## config.mk

```make
export PLATFORM = sky130hd
export DESIGN_NAME = tpu_array_seq
export DESIGN_NICKNAME = d
export VERILOG_FILES = /design/src/rtl/tpu_array_seq.sv
export SDC_FILE = /design/constraint.sdc
export NUM_CORES = 1
export LEC_CHECK = 0
export CORE_UTILIZATION = 51
export DETAILED_ROUTE_END_ITERATION = 10
export HOLD_SLACK_MARGIN = 0.02
export MAX_ROUTING_LAYER = met4
export PLACE_DENSITY_LB_ADDON = 0.15
export SLEW_MARGIN = 20
export SYNTH_ARGS = -nofsm -noshare
export SYNTH_HDL_FRONTEND = slang
export SYNTH_SLANG_ARGS = --single-unit
```

## constraint.sdc

```tcl
create_clock -name clk -period 2.3 [get_ports clk]
set_clock_uncertainty 0.2 [all_clocks]
set_input_delay 0.345 -clock clk [delete_from_list [all_inputs] [get_ports clk]]
set_output_delay 0.345 -clock clk [all_outputs]
set_load 0.005 [all_outputs]
```

## src/rtl/tpu_array_seq.sv

```systemverilog
// Command sequencer for a DIM x DIM systolic MAC array: row load, one skewed
// operand wave with drain, and row readout, each finished by a one-cycle done.
module tpu_array_seq #(
   parameter int DIM    = 8,
   parameter int IDX_W  = 3,
   parameter int STEP_W = 5
) (
   input  logic             clk,
   input  logic             rst,
   input  logic             cmd_valid,
   input  logic [1:0]       cmd,
   output logic             cmd_ready,
   input  logic             stall,
   output logic             mac_en,
   output logic [DIM-1:0]   c_wren,
   output logic [IDX_W-1:0] c_row,
   output logic             rd_valid,
   output logic [IDX_W-1:0] ab_idx,
   output logic             ab_fetch,
   output logic             busy,
   output logic             done
);

   typedef enum logic [1:0] {
      IDLE  = 2'b00,
      LOADC = 2'b01,
      MMUL  = 2'b10,
      READC = 2'b11
   } state_t;

   localparam logic [STEP_W-1:0] LAST_ROW  = STEP_W'(DIM - 1);
   localparam logic [STEP_W-1:0] LAST_MMUL = STEP_W'(3 * DIM - 3);
   localparam logic [STEP_W-1:0] FEED_LEN  = STEP_W'(DIM);

   if (DIM < 2 || IDX_W != $clog2(DIM) || (3 * DIM - 2) >= (1 << STEP_W)) begin : g_param_check
      $error("tpu_array_seq: inconsistent DIM/IDX_W/STEP_W");
   end

   function automatic logic [DIM-1:0] row_onehot(input logic [STEP_W-1:0] s);
      row_onehot = {{(DIM-1){1'b0}}, 1'b1} << s;
   endfunction

   state_t            state_q, state_d;
   logic [STEP_W-1:0] step_q, step_d;
   logic              done_q, done_d;
   logic              mac_en_q, mac_en_d;
   logic [DIM-1:0]    c_wren_q, c_wren_d;
   logic [IDX_W-1:0]  c_row_q, c_row_d;
   logic              rd_valid_q, rd_valid_d;
   logic [IDX_W-1:0]  ab_idx_q, ab_idx_d;
   logic              ab_fetch_q, ab_fetch_d;

   // Next state and step: a stalled cycle holds both; the terminal step is exact.
   always_comb begin
      state_d = state_q;
      step_d  = step_q;
      done_d  = 1'b0;
      case (state_q)
         IDLE: begin
            if (cmd_valid && cmd != 2'b00) begin
               state_d = state_t'(cmd);
               step_d  = '0;
            end
         end
         LOADC, READC: begin
            if (!stall) begin
               if (step_q == LAST_ROW) begin
                  state_d = IDLE;
                  step_d  = '0;
                  done_d  = 1'b1;
               end else begin
                  step_d = step_q + 1'b1;
               end
            end
         end
         MMUL: begin
            if (!stall) begin
               if (step_q == LAST_MMUL) begin
                  state_d = IDLE;
                  step_d  = '0;
                  done_d  = 1'b1;
               end else begin
                  step_d = step_q + 1'b1;
               end
            end
         end
         default: begin
            state_d = IDLE;
            step_d  = '0;
         end
      endcase
   end

   // Output registers describe the step that will be current next cycle.
   always_comb begin
      mac_en_d   = 1'b0;
      c_wren_d   = '0;
      c_row_d    = '0;
      rd_valid_d = 1'b0;
      ab_idx_d   = '0;
      ab_fetch_d = 1'b0;
      case (state_d)
         LOADC: begin
            c_wren_d = row_onehot(step_d);
            c_row_d  = step_d[IDX_W-1:0];
         end
         MMUL: begin
            mac_en_d = 1'b1;
            if (step_d < FEED_LEN) begin
               ab_fetch_d = 1'b1;
               ab_idx_d   = step_d[IDX_W-1:0];
            end
         end
         READC: begin
            rd_valid_d = 1'b1;
            c_row_d    = step_d[IDX_W-1:0];
         end
         default: ;
      endcase
   end

   always_ff @(posedge clk or posedge rst) begin
      if (rst) begin
         state_q    <= IDLE;
         step_q     <= '0;
         done_q     <= 1'b0;
         mac_en_q   <= 1'b0;
         c_wren_q   <= '0;
         c_row_q    <= '0;
         rd_valid_q <= 1'b0;
         ab_idx_q   <= '0;
         ab_fetch_q <= 1'b0;
      end else begin
         state_q    <= state_d;
         step_q     <= step_d;
         done_q     <= done_d;
         mac_en_q   <= mac_en_d;
         c_wren_q   <= c_wren_d;
         c_row_q    <= c_row_d;
         rd_valid_q <= rd_valid_d;
         ab_idx_q   <= ab_idx_d;
         ab_fetch_q <= ab_fetch_d;
      end
   end

   // A stalled cycle suppresses the strobes but keeps the indices on the bus.
   assign mac_en    = mac_en_q & ~stall;
   assign c_wren    = stall ? '0 : c_wren_q;
   assign rd_valid  = rd_valid_q & ~stall;
   assign ab_fetch  = ab_fetch_q & ~stall;
   assign c_row     = c_row_q;
   assign ab_idx    = ab_idx_q;
   assign done      = done_q;
   assign busy      = (state_q != IDLE);
   assign cmd_ready = (state_q == IDLE);

endmodule

```

==> qor.log, run 1 <==
INFO  power          p_switching=0.695mW
INFO  clock_network  ctsHtreeMaxLevel=1
INFO  routing        vias=1010
INFO  sta            tightest_slew=0.432ns
INFO  yosys          async_flop_share=100%
INFO  sta            setup_tns=0ns
INFO  placement      place.detailed.hpwl=1940um
INFO  clock_network  clk_path_buf_depth=2
INFO  global_route   grt_first_pass_wirelength=4500um
INFO  floorplan      placeableCoreArea=2480squm
INFO  yosys          synth.cell_area=1340squm
INFO  power          netSwitchingFraction=38.7%
INFO  critical_path  critPathCaptureType=primary output
INFO  floorplan      floorplan.initialDensity=54.2%
INFO  layout         antenna_cells_inserted=0
INFO  yosys          ys_types=50
INFO  placement      buffer_ports.inserted=25
INFO  hold_path      hold_path.class=in2async
INFO  power          p_leak=0.800nW
INFO  clock_network  num_clock_sinks=25
INFO  sta            min_period=2.24ns
INFO  global_route   track_usage=23.8%
INFO  yosys          synth.ff_latch_count=25
INFO  yosys          mappedNetlistNets=131
INFO  critical_path  data_required_time_of_the_critical_path=1.75ns
INFO  power          power_frac_clock=11.3%
INFO  placement      post_placement_cell_area=1650squm
INFO  global_route   grt.overflow.total=0
INFO  layout         final_nets=166
INFO  yosys          synth.avg_cell_area=10.9squm
INFO  routing        avgViaCountPerCell=5.40
INFO  global_route   antenna_found_initial=0
INFO  sta            setup_viol=0
INFO  critical_path  reg2reg_from=step_q[1]$_DFF_PP0_
INFO  power          share_of_power_burned_in_registers=37.4%
INFO  routing        detail_route.wirelength=2840um
INFO  floorplan      dieArea=2840squm
INFO  floorplan      die_w=53.3um
INFO  routing        residual_drc=0
INFO  flow_run       cap_viol_max_count=0
INFO  critical_path  reg2reg_to=c_wren_q[3]$_DFF_PP0_
INFO  layout         drive_above_1_share=24.8%
INFO  layout         area_growth_syn_to_layout=28.0%
INFO  sta            finalMaxSlewViolations=0
INFO  critical_path  critPathArrivalTime=1.69ns
INFO  yosys          ys_seq_area_share=46.6%
INFO  power          pwr_density_cell=1040nW/um^2
INFO  power          p_int=1.10mW
INFO  clock_network  cts-buffers-inserted=3
INFO  sta            grt_setup_unrepaired=false
INFO  yosys          postSynth.topFlopCell=sky130_fd_sc_hd__dfrtp_1
INFO  placement      gp_congestion=0.888
INFO  yosys          number_of_synthesized_flops_with_an_enable_pin=0
INFO  outcome        run_status=completed
INFO  global_route   grt_start_max_net_pins=26
INFO  critical_path  critPathKind=reg2out
INFO  layout         layout.cell_area.non_filler=1720squm
INFO  routing        drt_antenna_net_count=0
INFO  routing        dr.pass1.iters=4
INFO  sta            timing.final.hold_violations=0
INFO  floorplan      fp.dieH=53.3um
INFO  critical_path  critical_path_peak_fanout=5
INFO  sta            layout_setup_ws=0.0624ns
INFO  critical_path  worstRegToRegCells=7
INFO  yosys          synthesis.yosys.warnings=0
INFO  global_route   first_global_vias=913
INFO  sta            final_hold_slack=0.145ns
INFO  power          portion_of_total_power_attributed_to_combinational_logic=51.2%
INFO  placement      pre_cts_slack=0.0409ns
INFO  clock_network  clockRootBuffer=sky130_fd_sc_hd__clkbuf_4
INFO  sta            relSlewSlack=70.8%
INFO  floorplan      boundaryPins=26
INFO  sta            layout_worst_path_cycle_share=97.3%
INFO  critical_path  slack_of_the_worst_reg_to_reg_path=0.15ns
INFO  yosys          syn-instance-count=123
INFO  clock_network  clk_transition_reported_paths=0.14ns
INFO  clock_network  cts_tree=yes
INFO  critical_path  cp-start-kind=register
INFO  floorplan      fp-row-count=18
INFO  layout         final_core_occ=69.4%
INFO  power          peakVddDrop=832uV
INFO  sta            maxClockFrequency=447MHz
INFO  routing        drt_first_iter_violations=20
INFO  routing        wl_per_cell=15.2um
INFO  clock_network  worstSkewPairLatency=0.33ns
INFO  layout         fillCellCount=214
[worst max path at each step]
| stage | from | to | depth (start not counted) |
|---|---|---|---|
| 6_report | state_q[1]$_DFF_PP0_ | cmd_ready | 3 |
| 5_1_grt | state_q[1]$_DFF_PP0_ | cmd_ready | 3 |
| 4_1_cts | state_q[1]$_DFF_PP0_ | cmd_ready | 3 |
| 3_5_place_dp | stall | c_wren_q[3]$_DFF_PP0_ | 7 |
| 3_3_place_gp | stall | c_wren_q[0]$_DFF_PP0_ | 7 |
| 2_1_floorplan | step_q[0]$_DFF_PP0_ | c_wren_q[6]$_DFF_PP0_ | 7 |
[per-stage QoR]
stage,total power [mW],cells
floorplan,1.27,123
global placement,1.51,178
detailed placement,1.53,178
CTS,1.74,182
global route,1.93,187
finish,1.79,187
[per-layer routing]
layer	track usage [%]	vias up	part of all wire (%)
li1	-	496	-
met1	32.7	479	47
met2	34.4	30	47
met3	4.60	5	4.4
met4	9.21	0	1.4
met5	-	-	0
[cell usage in the layout (no fill, tap or decap), types with 3 or more instances in the layout]
master / count
sky130_fd_sc_hd__buf_4: 7
sky130_fd_sc_hd__clkbuf_4: 3
sky130_fd_sc_hd__clkdlybuf4s50_1: 25
sky130_fd_sc_hd__dfrtp_1: 22
sky130_fd_sc_hd__dfrtp_2: 3
sky130_fd_sc_hd__inv_1: 8
sky130_fd_sc_hd__nand2_1: 8
sky130_fd_sc_hd__nand3_1: 5
sky130_fd_sc_hd__nor2_1: 13
sky130_fd_sc_hd__nor2b_1: 12
sky130_fd_sc_hd__nor3_1: 4
[synthesized netlist by cell type (2+ instances only)]
master                     count  area (sq um)
sky130_fd_sc_hd__o21ai_0       2          10.0
sky130_fd_sc_hd__dfrtp_1      25           626
sky130_fd_sc_hd__ha_1          2          25.0
sky130_fd_sc_hd__nand2b_1      2          12.5
sky130_fd_sc_hd__nand3_1       5          25.0
sky130_fd_sc_hd__inv_2         2          7.51
sky130_fd_sc_hd__a21oi_1       2          10.0
sky130_fd_sc_hd__nor3_1        4          20.0
sky130_fd_sc_hd__nor2_1       13          48.8
sky130_fd_sc_hd__nand2_1       8          30.0
sky130_fd_sc_hd__nor2b_1      12          75.1
sky130_fd_sc_hd__inv_1         8          30.0
[cell type report]
type	count	area, sq um	share of cell area [%]
Inverter	10	40.0	2.33
Tap cell	30	37.5	2.18
Timing Repair Buffer	33	323	18.8
Clock buffer	3	22.5	1.31
Sequential cell	25	629	36.6
Clock inverter	1	5.00	0.291
Multi-Input combinational cell	85	663	38.5
[critical path, stage by stage, from the launching register on]
cell and delay (ns):
sky130_fd_sc_hd__dfrtp_2 0.47, sky130_fd_sc_hd__or2_4 0.30, sky130_fd_sc_hd__inv_4 0.09, sky130_fd_sc_hd__clkdlybuf4s50_1 0.50
[power groups by stage]
stage	sequential [mW]	clock [mW]	combinational, mW
floorplan	0.653	0	0.614
global placement	0.672	0	0.835
detailed placement	0.679	0	0.852
CTS	0.671	0.210	0.858
global route	0.688	0.229	1.01
finish	0.671	0.203	0.919
[timing repair]
action,4_1_cts,5_1_grt
setup buffers,0,5
endpoints found under the setup margin,1,9
resized for setup,1,4
hold buffers,0,0
[cell families after synthesis]
logic type	after synthesis	synth area share (%)
simple gates	59	25.8
flops	25	46.6
compound gates	22	20.2
buf+inv	13	4.28
xor+xnor	2	1.30
fa+ha+maj	2	1.86
[flip-flops by register name (all words and copies together) (netlist names)]
name and count:
c_row 3, state_q 2, ab_idx 3, c_wren_q 8
step_q 5, ab_fetch_q 1, done 1, rd_valid_q 1
mac_en_q 1
Power figures use the tool's default switching activity.
==> run 2, diff against run 1 <==
--- a/config.mk
+++ b/config.mk
@@ -7,6 +7,7 @@
 export LEC_CHECK = 0
 export CORE_UTILIZATION = 51
 export DETAILED_ROUTE_END_ITERATION = 10
+export GPL_TIMING_DRIVEN = 0
 export HOLD_SLACK_MARGIN = 0.02
 export MAX_ROUTING_LAYER = met4
 export PLACE_DENSITY_LB_ADDON = 0.15
==> run 2 against run 1 <==
Effect of this change:
- clock power is essentially flat
- core utilization grew 0.20 points
- combinational power grew 2.8%
- non-clock buffer count shrank 1
- sequential power is essentially flat
- via count is essentially flat
- largest power group unchanged
- highest routed layer unchanged
==> qor.log, run 2 (synthesis results as in run 1) <==
INFO  floorplan      fp-row-count=18 [unchanged]
INFO  critical_path  reg2reg_to=c_wren_q[6]$_DFF_PP0_
INFO  global_route   grt_first_pass_wirelength=4380um [-2.6%]
INFO  routing        vias=1009 [-0.099%]
INFO  critical_path  critical_path.startpoint=state_q[1]$_DFF_PP0_
INFO  sta            finalMaxSlewViolations=0 [unchanged]
INFO  critical_path  critPathCaptureType=primary output
INFO  layout         largest_reg_flops=8 [unchanged]
INFO  sta            final_hold_slack=0.308ns [+0.163 ns]
INFO  floorplan      die_w=53.3um [unchanged]
INFO  clock_network  clk_transition_reported_paths=0.14ns [about the same]
INFO  layout         fillCellCount=209 [-2.3%]
INFO  critical_path  cp_top_family=buffers and inverters
INFO  routing        wl_per_cell=15.7um [+3.3%]
INFO  critical_path  critPathKind=reg2out
INFO  routing        drt_first_iter_violations=21 [+5.0%]
INFO  global_route   antenna_found_initial=0 [unchanged]
INFO  sta            maxClockFrequency=451MHz [+0.98%]
INFO  sta            min_period=2.22ns [-0.0217 ns]
INFO  layout         drive_above_1_share=25.0% [+0.16 points]
INFO  clock_network  cts_tree=yes
INFO  placement      buffer_ports.inserted=25 [unchanged]
INFO  clock_network  cts-buffers-inserted=3 [unchanged]
INFO  layout         largest_registers=c_wren_q x8, step_q x5
INFO  power          pwr_density_cell=1060nW/um^2 [+1.4%]
INFO  placement      pre_cts_slack=-0.254ns [-0.295 ns]
INFO  layout         layout.cells.most_common=sky130_fd_sc_hd__clkdlybuf4s50_1
INFO  global_route   grt_start_max_net_pins=26 [unchanged]
INFO  layout         multi_input_comb_area=674squm [+1.7%]
INFO  clock_network  ctsHtreeMaxLevel=1 [unchanged]
INFO  critical_path  critPathMaxStageDelay=0.50ns [about the same]
INFO  floorplan      fp.dieH=53.3um [unchanged]
INFO  placement      post_placement_cell_area=1630squm [-0.91%]
INFO  clock_network  cts_hold_buffers=0 [unchanged]
INFO  critical_path  setup.worst_path.end=cmd_ready
INFO  power          p_leak=0.794nW [-0.69%]
INFO  critical_path  timing.critical_path.slowest_stage_cell=sky130_fd_sc_hd__clkdlybuf4s50_1
INFO  layout         antenna_cells_inserted=0 [unchanged]
INFO  sta            tightest_slew=0.932ns [+0.500 ns]
INFO  flow_run       cap_viol_max_count=0 [unchanged]
INFO  critical_path  cp-start-kind=register
INFO  routing        avgViaCountPerCell=5.42 [+0.44%]
INFO  layout         regArea=631squm [+0.20%]
INFO  floorplan      dieArea=2840squm [unchanged]
INFO  sta            layout_worst_path_cycle_share=96.3% [-0.94 points]
INFO  clock_network  clockRootBuffer=sky130_fd_sc_hd__clkbuf_4
INFO  layout         final_nets=165 [-0.60%]
INFO  clock_network  worstSkewPairLatency=0.33ns [about the same]
INFO  global_route   first_global_vias=948 [+3.8%]
INFO  layout         regMostFlops=c_wren_q
INFO  critical_path  critical_path_peak_fanout=5 [unchanged]
INFO  sta            timing.final.hold_violations=0 [unchanged]
INFO  critical_path  critPathBufInv=2 [unchanged]
INFO  floorplan      placeableCoreArea=2480squm [unchanged]
INFO  layout         area_growth_syn_to_layout=28.4%
INFO  placement      gp_congestion=0.897 [+1.0%]
INFO  layout         post_layout_nonfiller_instances=186 [-0.53%]
INFO  sta            setup_viol=0 [unchanged]
INFO  sta            setup_tns=0ns [unchanged]
INFO  critical_path  reg2reg_from=step_q[0]$_DFF_PP0_
INFO  global_route   track_usage=22.5% [-1.3 points]
INFO  clock_network  clk_path_buf_depth=2 [unchanged]
INFO  outcome        run_status=completed
INFO  layout         layout.cell_area.non_filler=1730squm [+0.29%]
INFO  clock_network  num_clock_sinks=25 [unchanged]
INFO  sta            grt_setup_unrepaired=false
INFO  placement      place.detailed.hpwl=2030um [+4.4%]
INFO  critical_path  critical_path_depth=3 [unchanged]
INFO  global_route   grt.overflow.total=0 [unchanged]
INFO  hold_path      hold_path.class=in2async
INFO  floorplan      floorplan.initialDensity=54.2% [unchanged]
INFO  sta            layout_setup_ws=0.0840ns [+0.0217 ns]
INFO  placement      post-place-cells=178 [unchanged]
INFO  routing        residual_drc=0 [unchanged]
INFO  critical_path  slack_of_the_worst_reg_to_reg_path=0.13ns [-0.02 ns]
INFO  power          finalPower=1.82mW [+1.7%]
INFO  layout         mostFrequentLayoutCells=24 x sky130_fd_sc_hd__clkdlybuf4s50_1, 21 x sky130_fd_sc_hd__dfrtp_1, 13 x sky130_fd_sc_hd__nor2_1
INFO  critical_path  data_required_time_of_the_critical_path=1.75ns [about the same]
INFO  layout         final_core_occ=69.6% [+0.20 points]
INFO  routing        drt_antenna_net_count=0 [unchanged]
INFO  floorplan      boundaryPins=26 [unchanged]
INFO  critical_path  critPathArrivalTime=1.67ns [-0.02 ns]
INFO  routing        dr.pass1.iters=4 [unchanged]
INFO  routing        detail_route.wirelength=2920um [+2.7%]
INFO  power          peakVddDrop=763uV [-8.3%]
INFO  critical_path  worstRegToRegCells=7 [unchanged]
INFO  critical_path  cp_cell_sequence=or2_4, inv_4, clkdlybuf4s50_1
INFO  sta            relSlewSlack=37.8% [-33 points]
[run 2: worst min path at each step]
| stage | startpoint | endpoint | cells past startpoint |
|---|---|---|---|
| final | rst | c_row[1]$_DFF_PP0_ | 2 |
| after global routing | rst | step_q[3]$_DFF_PP0_ | 2 |
| after CTS | rst | c_row[1]$_DFF_PP0_ | 2 |
| after detailed placement | step_q[4]$_DFF_PP0_ | step_q[4]$_DFF_PP0_ | 1 |
| after global placement | step_q[4]$_DFF_PP0_ | step_q[4]$_DFF_PP0_ | 1 |
| after floorplan | rst | ab_fetch_q$_DFF_PP0_ | 1 |
[run 2: area by class of cell]
class / count / area share [%]
plain buffers: 3 / 2.10
clock buffers: 3 / 1.31
clock inverters: 1 / 0.290
inverters: 10 / 2.32
multi-input cells: 85 / 39.1
flip-flops and latches: 25 / 36.5
well taps: 30 / 2.18
repair buffers: 29 / 16.2
[run 2: routing by layer]
| metal | global-route usage (%) | routed length (um) | vias up |
|---|---|---|---|
| li1 | - | - | 488 |
| met1 | 30.6 | 1380 | 498 |
| met2 | 32.7 | 1430 | 18 |
| met3 | 3.74 | 71 | 5 |
| met4 | 9.65 | 31 | 0 |
| met5 | - | 0 | - |
[run 2: worst register-to-register path, delay by kind of cell, from the launching register on]
family                   cells  cell delay [ns]
AO/OA/AOI/OAI                2             0.65
flip-flops                   1             0.48
AND/OR/NAND/NOR              3             0.40
adder cells (fa/ha/maj)      1             0.26
buffers and inverters        1             0.08
[run 2: what timing repair did]
action                                  in CTS  in global routing
endpoints found under the setup margin      12                  7
setup buffers                                0                  4
gates resized for setup                      7                  6
endpoints found under the hold margin        0                  0
[run 2: where the power goes]
part	internal, mW	switching, mW
clock network	0.0653	0.140
registers	0.572	0.102
logic	0.470	0.476
==> run 3, diff against run 2 <==
--- a/config.mk
+++ b/config.mk
@@ -5,7 +5,8 @@
 export SDC_FILE = /design/constraint.sdc
 export NUM_CORES = 1
 export LEC_CHECK = 0
-export CORE_UTILIZATION = 51
+export ABC_AREA = 1
+export CORE_UTILIZATION = 50
 export DETAILED_ROUTE_END_ITERATION = 10
 export GPL_TIMING_DRIVEN = 0
 export HOLD_SLACK_MARGIN = 0.02
==> run 3 against run 2 <==
Effect of this change:
- die area down 1.1%
- non-clock buffer count down 5
- sequential share of layout area up 1.9 points
- clock power about the same
- setup slack better by 0.0067 ns
- critical path type is now in2out
- largest power group unchanged
==> qor.log, run 3 <==
INFO  yosys          syn-instance-count=166 [+35%]
INFO  routing        wl_per_cell=12.0um [-23%]
INFO  layout         regMostFlops=c_wren_q
INFO  outcome        run_status=completed
INFO  clock_network  clk_transition_reported_paths=0.15ns [about the same]
INFO  clock_network  ctsHtreeMaxLevel=1 [unchanged]
INFO  sta            setup_viol=0 [unchanged]
INFO  clock_network  cts_tree=yes
INFO  placement      post-place-cells=221 [+24%]
INFO  critical_path  cp_cell_sequence=clkdlybuf4s50_1, buf_4, nor2_1, clkdlybuf4s50_1
INFO  routing        avgViaCountPerCell=5.04 [-7.2%]
INFO  yosys          synth_top_area_share=48.0% [+1.5 points]
INFO  layout         area_growth_syn_to_layout=25.1%
INFO  placement      gp_congestion=0.873 [-2.6%]
INFO  hold_path      hold_path.class=in2async
INFO  critical_path  critPathCaptureType=primary output
INFO  global_route   antenna_found_initial=0 [unchanged]
INFO  floorplan      fp.dieH=53.0um [-0.54%]
INFO  critical_path  data_required_time_of_the_critical_path=1.75ns [about the same]
INFO  yosys          synth.area.top_cells=sky130_fd_sc_hd__dfrtp_1 48%, sky130_fd_sc_hd__inv_1 9.5%, sky130_fd_sc_hd__nor2_1 9.2%
INFO  power          peakVddDrop=665uV [-13%]
INFO  clock_network  num_clock_sinks=25 [unchanged]
INFO  sta            finalMaxSlewViolations=0 [unchanged]
INFO  flow_run       cap_viol_max_count=0 [unchanged]
INFO  clock_network  clockRootBuffer=sky130_fd_sc_hd__clkbuf_4
INFO  layout         mostFrequentLayoutCells=33 x sky130_fd_sc_hd__inv_1, 32 x sky130_fd_sc_hd__nor2_1, 29 x sky130_fd_sc_hd__nand2_1
INFO  floorplan      fp-row-count=18 [unchanged]
INFO  critical_path  reg2reg_to=c_wren_q[4]$_DFF_PP0_
INFO  floorplan      die_w=53.0um [-0.54%]
INFO  routing        dr.pass1.iters=6 [+2]
INFO  yosys          synthDominantAreaCellType=sky130_fd_sc_hd__dfrtp_1
INFO  clock_network  worstSkewPairLatency=0.33ns [about the same]
INFO  yosys          postSynth.topFlopCell=sky130_fd_sc_hd__dfrtp_1
INFO  global_route   grt_first_pass_wirelength=4580um [+4.6%]
INFO  placement      place.detailed.hpwl=2040um [+0.46%]
INFO  critical_path  cp-start-kind=primary input
INFO  sta            tightest_slew=0.912ns [-0.0200 ns]
INFO  critical_path  critPathKind=in2out
INFO  power          p_leak=0.835nW [+5.2%]
INFO  clock_network  clk_path_buf_depth=2 [unchanged]
INFO  routing        residual_drc=0 [unchanged]
INFO  layout         drive_above_1_share=14.4% [-11 points]
INFO  yosys          async_flop_share=100% [unchanged]
INFO  yosys          synth.cell_area=1300squm [-3.1%]
INFO  yosys          mappedNetlistNets=174 [+33%]
INFO  yosys          most_instantiated_cells_after_synthesis=33 x sky130_fd_sc_hd__inv_1, 32 x sky130_fd_sc_hd__nor2_1, 29 x sky130_fd_sc_hd__nand2_1
INFO  yosys          ys_seq_area_share=48.0% [+1.5 points]
INFO  layout         post_layout_nonfiller_instances=225 [+21%]
INFO  critical_path  reg2reg_from=step_q[0]$_DFF_PP0_
INFO  global_route   grt_start_max_net_pins=26 [unchanged]
INFO  floorplan      dieArea=2810squm [-1.1%]
INFO  critical_path  critPathMaxStageDelay=0.51ns [about the same]
INFO  layout         layout.cells.most_common=sky130_fd_sc_hd__inv_1
INFO  sta            min_period=2.21ns [-0.00672 ns]
INFO  yosys          yosysMostFrequentCell=sky130_fd_sc_hd__inv_1
INFO  yosys          synth.ff_latch_count=25 [unchanged]
INFO  sta            grt_setup_unrepaired=false
INFO  layout         largest_registers=c_wren_q x8, step_q x5
INFO  yosys          synthesis.yosys.warnings=0 [unchanged]
INFO  routing        drt_first_iter_violations=18 [-14%]
INFO  global_route   grt.overflow.total=0 [unchanged]
INFO  layout         final_nets=204 [+24%]
INFO  clock_network  cts_hold_buffers=0 [unchanged]
INFO  yosys          number_of_synthesized_flops_with_an_enable_pin=0 [unchanged]
INFO  global_route   track_usage=23.3% [+0.89 points]
INFO  sta            final_hold_slack=0.294ns [-0.0141 ns]
INFO  critical_path  critical_path.startpoint=stall
INFO  power          pwr_density_cell=1140nW/um^2 [+7.8%]
INFO  critical_path  critPathArrivalTime=1.66ns [about the same]
INFO  routing        drt_antenna_net_count=0 [unchanged]
INFO  layout         largest_reg_flops=8 [unchanged]
INFO  placement      buffer_ports.inserted=25 [unchanged]
INFO  sta            timing.final.hold_violations=0 [unchanged]
INFO  sta            maxClockFrequency=453MHz [+0.30%]
INFO  critical_path  worstRegToRegCells=11 [+4]
INFO  sta            relSlewSlack=39.2% [+1.3 points]
INFO  floorplan      floorplan.initialDensity=52.6% [-1.7 points]
INFO  critical_path  timing.critical_path.slowest_stage_cell=sky130_fd_sc_hd__clkdlybuf4s50_1
INFO  layout         antenna_cells_inserted=0 [unchanged]
INFO  critical_path  setup.worst_path.end=c_wren[3]
INFO  critical_path  critical_path_peak_fanout=10 [+5]
INFO  floorplan      placeableCoreArea=2480squm [unchanged]
INFO  routing        detail_route.wirelength=2710um [-7.2%]
INFO  global_route   first_global_vias=1070 [+13%]
INFO  sta            setup_tns=0ns [unchanged]
INFO  floorplan      boundaryPins=26 [unchanged]
INFO  yosys          ys_types=21 [-58%]
INFO  critical_path  slack_of_the_worst_reg_to_reg_path=0.29ns [+0.16 ns]
INFO  routing        vias=1133 [+12%]
INFO  yosys          synth.avg_cell_area=7.85squm [-28%]
INFO  layout         final_core_occ=65.8% [-3.9 points]
INFO  critical_path  cp_common_cell=sky130_fd_sc_hd__clkdlybuf4s50_1
INFO  sta            layout_worst_path_cycle_share=96.1% [-0.29 points]
INFO  clock_network  cts-buffers-inserted=3 [unchanged]
-- run 3: worst min path at each step --
stage | cells after the start | to
3_5_place_dp | 2 | rd_valid_q$_DFF_PP0_
2_1_floorplan | 1 | ab_fetch_q$_DFF_PP0_
6_report | 2 | c_wren_q[3]$_DFF_PP0_
4_1_cts | 2 | rd_valid_q$_DFF_PP0_
5_1_grt | 2 | rd_valid_q$_DFF_PP0_
3_3_place_gp | 2 | rd_valid_q$_DFF_PP0_
-- run 3: layout make-up --
type                       count  area [sq um]
clock buffer                   3          22.5
timing repair buffer          25           250
multi-input combinational    103           538
fill                         232           848
clock inverter                 1          7.51
buffer                         2          12.5
sequential                    25           626
tap                           30          37.5
inverter                      36           135
-- run 3: cell families (layout without fill, tap and decap cells) --
group / after synthesis / count (layout) / share of synthesized area, %
and+or+nand+nor: 96 / 96 / 36.2
buffers and inverters: 38 / 67 / 11.0
DFF: 25 / 25 / 48.0
AOI/OAI and AO/OA: 4 / 4 / 2.11
adders and majority gates: 2 / 2 / 1.92
xor gates and xnor gates: 1 / 1 / 0.673
-- run 3: repair_timing --
action,CTS,global route
setup endpoints to repair,10,12
resized for setup,1,4
setup buffers,0,0
-- run 3: per-layer routing --
metal	global-route usage [%]	vias to the layer above	wire length, um
met5	-	-	0
met4	10.5	0	12
met3	3.16	2	189
met2	36.7	49	1270
met1	29.9	525	1240
li1	-	557	-
-- run 3: report_power, final --
part	switching (mW)	internal (mW)	total, mW
Sequential	0.120	0.587	0.707
Combinational	0.553	0.389	0.942
Clock	0.141	0.0665	0.207
-- run 3: critical path, delay by kind of cell --
kind	cells	cell delay (ns)
buffers and inverters	3	1.21
and+or+nand+nor	1	0.11
-- run 3: stage by stage --
| step | cell area (sq um) | total power [mW] | worst slack, ns |
|---|---|---|---|
| after floorplan | 1300 | 1.30 | 0.664 |
| after global placement | 1590 | 1.61 | -0.0646 |
| after detailed placement | 1590 | 1.64 | -0.0868 |
| after CTS | 1620 | 1.85 | 0.0449 |
| after global routing | 1630 | 2.02 | 0.00240 |
| final | 1630 | 1.86 | 0.0908 |
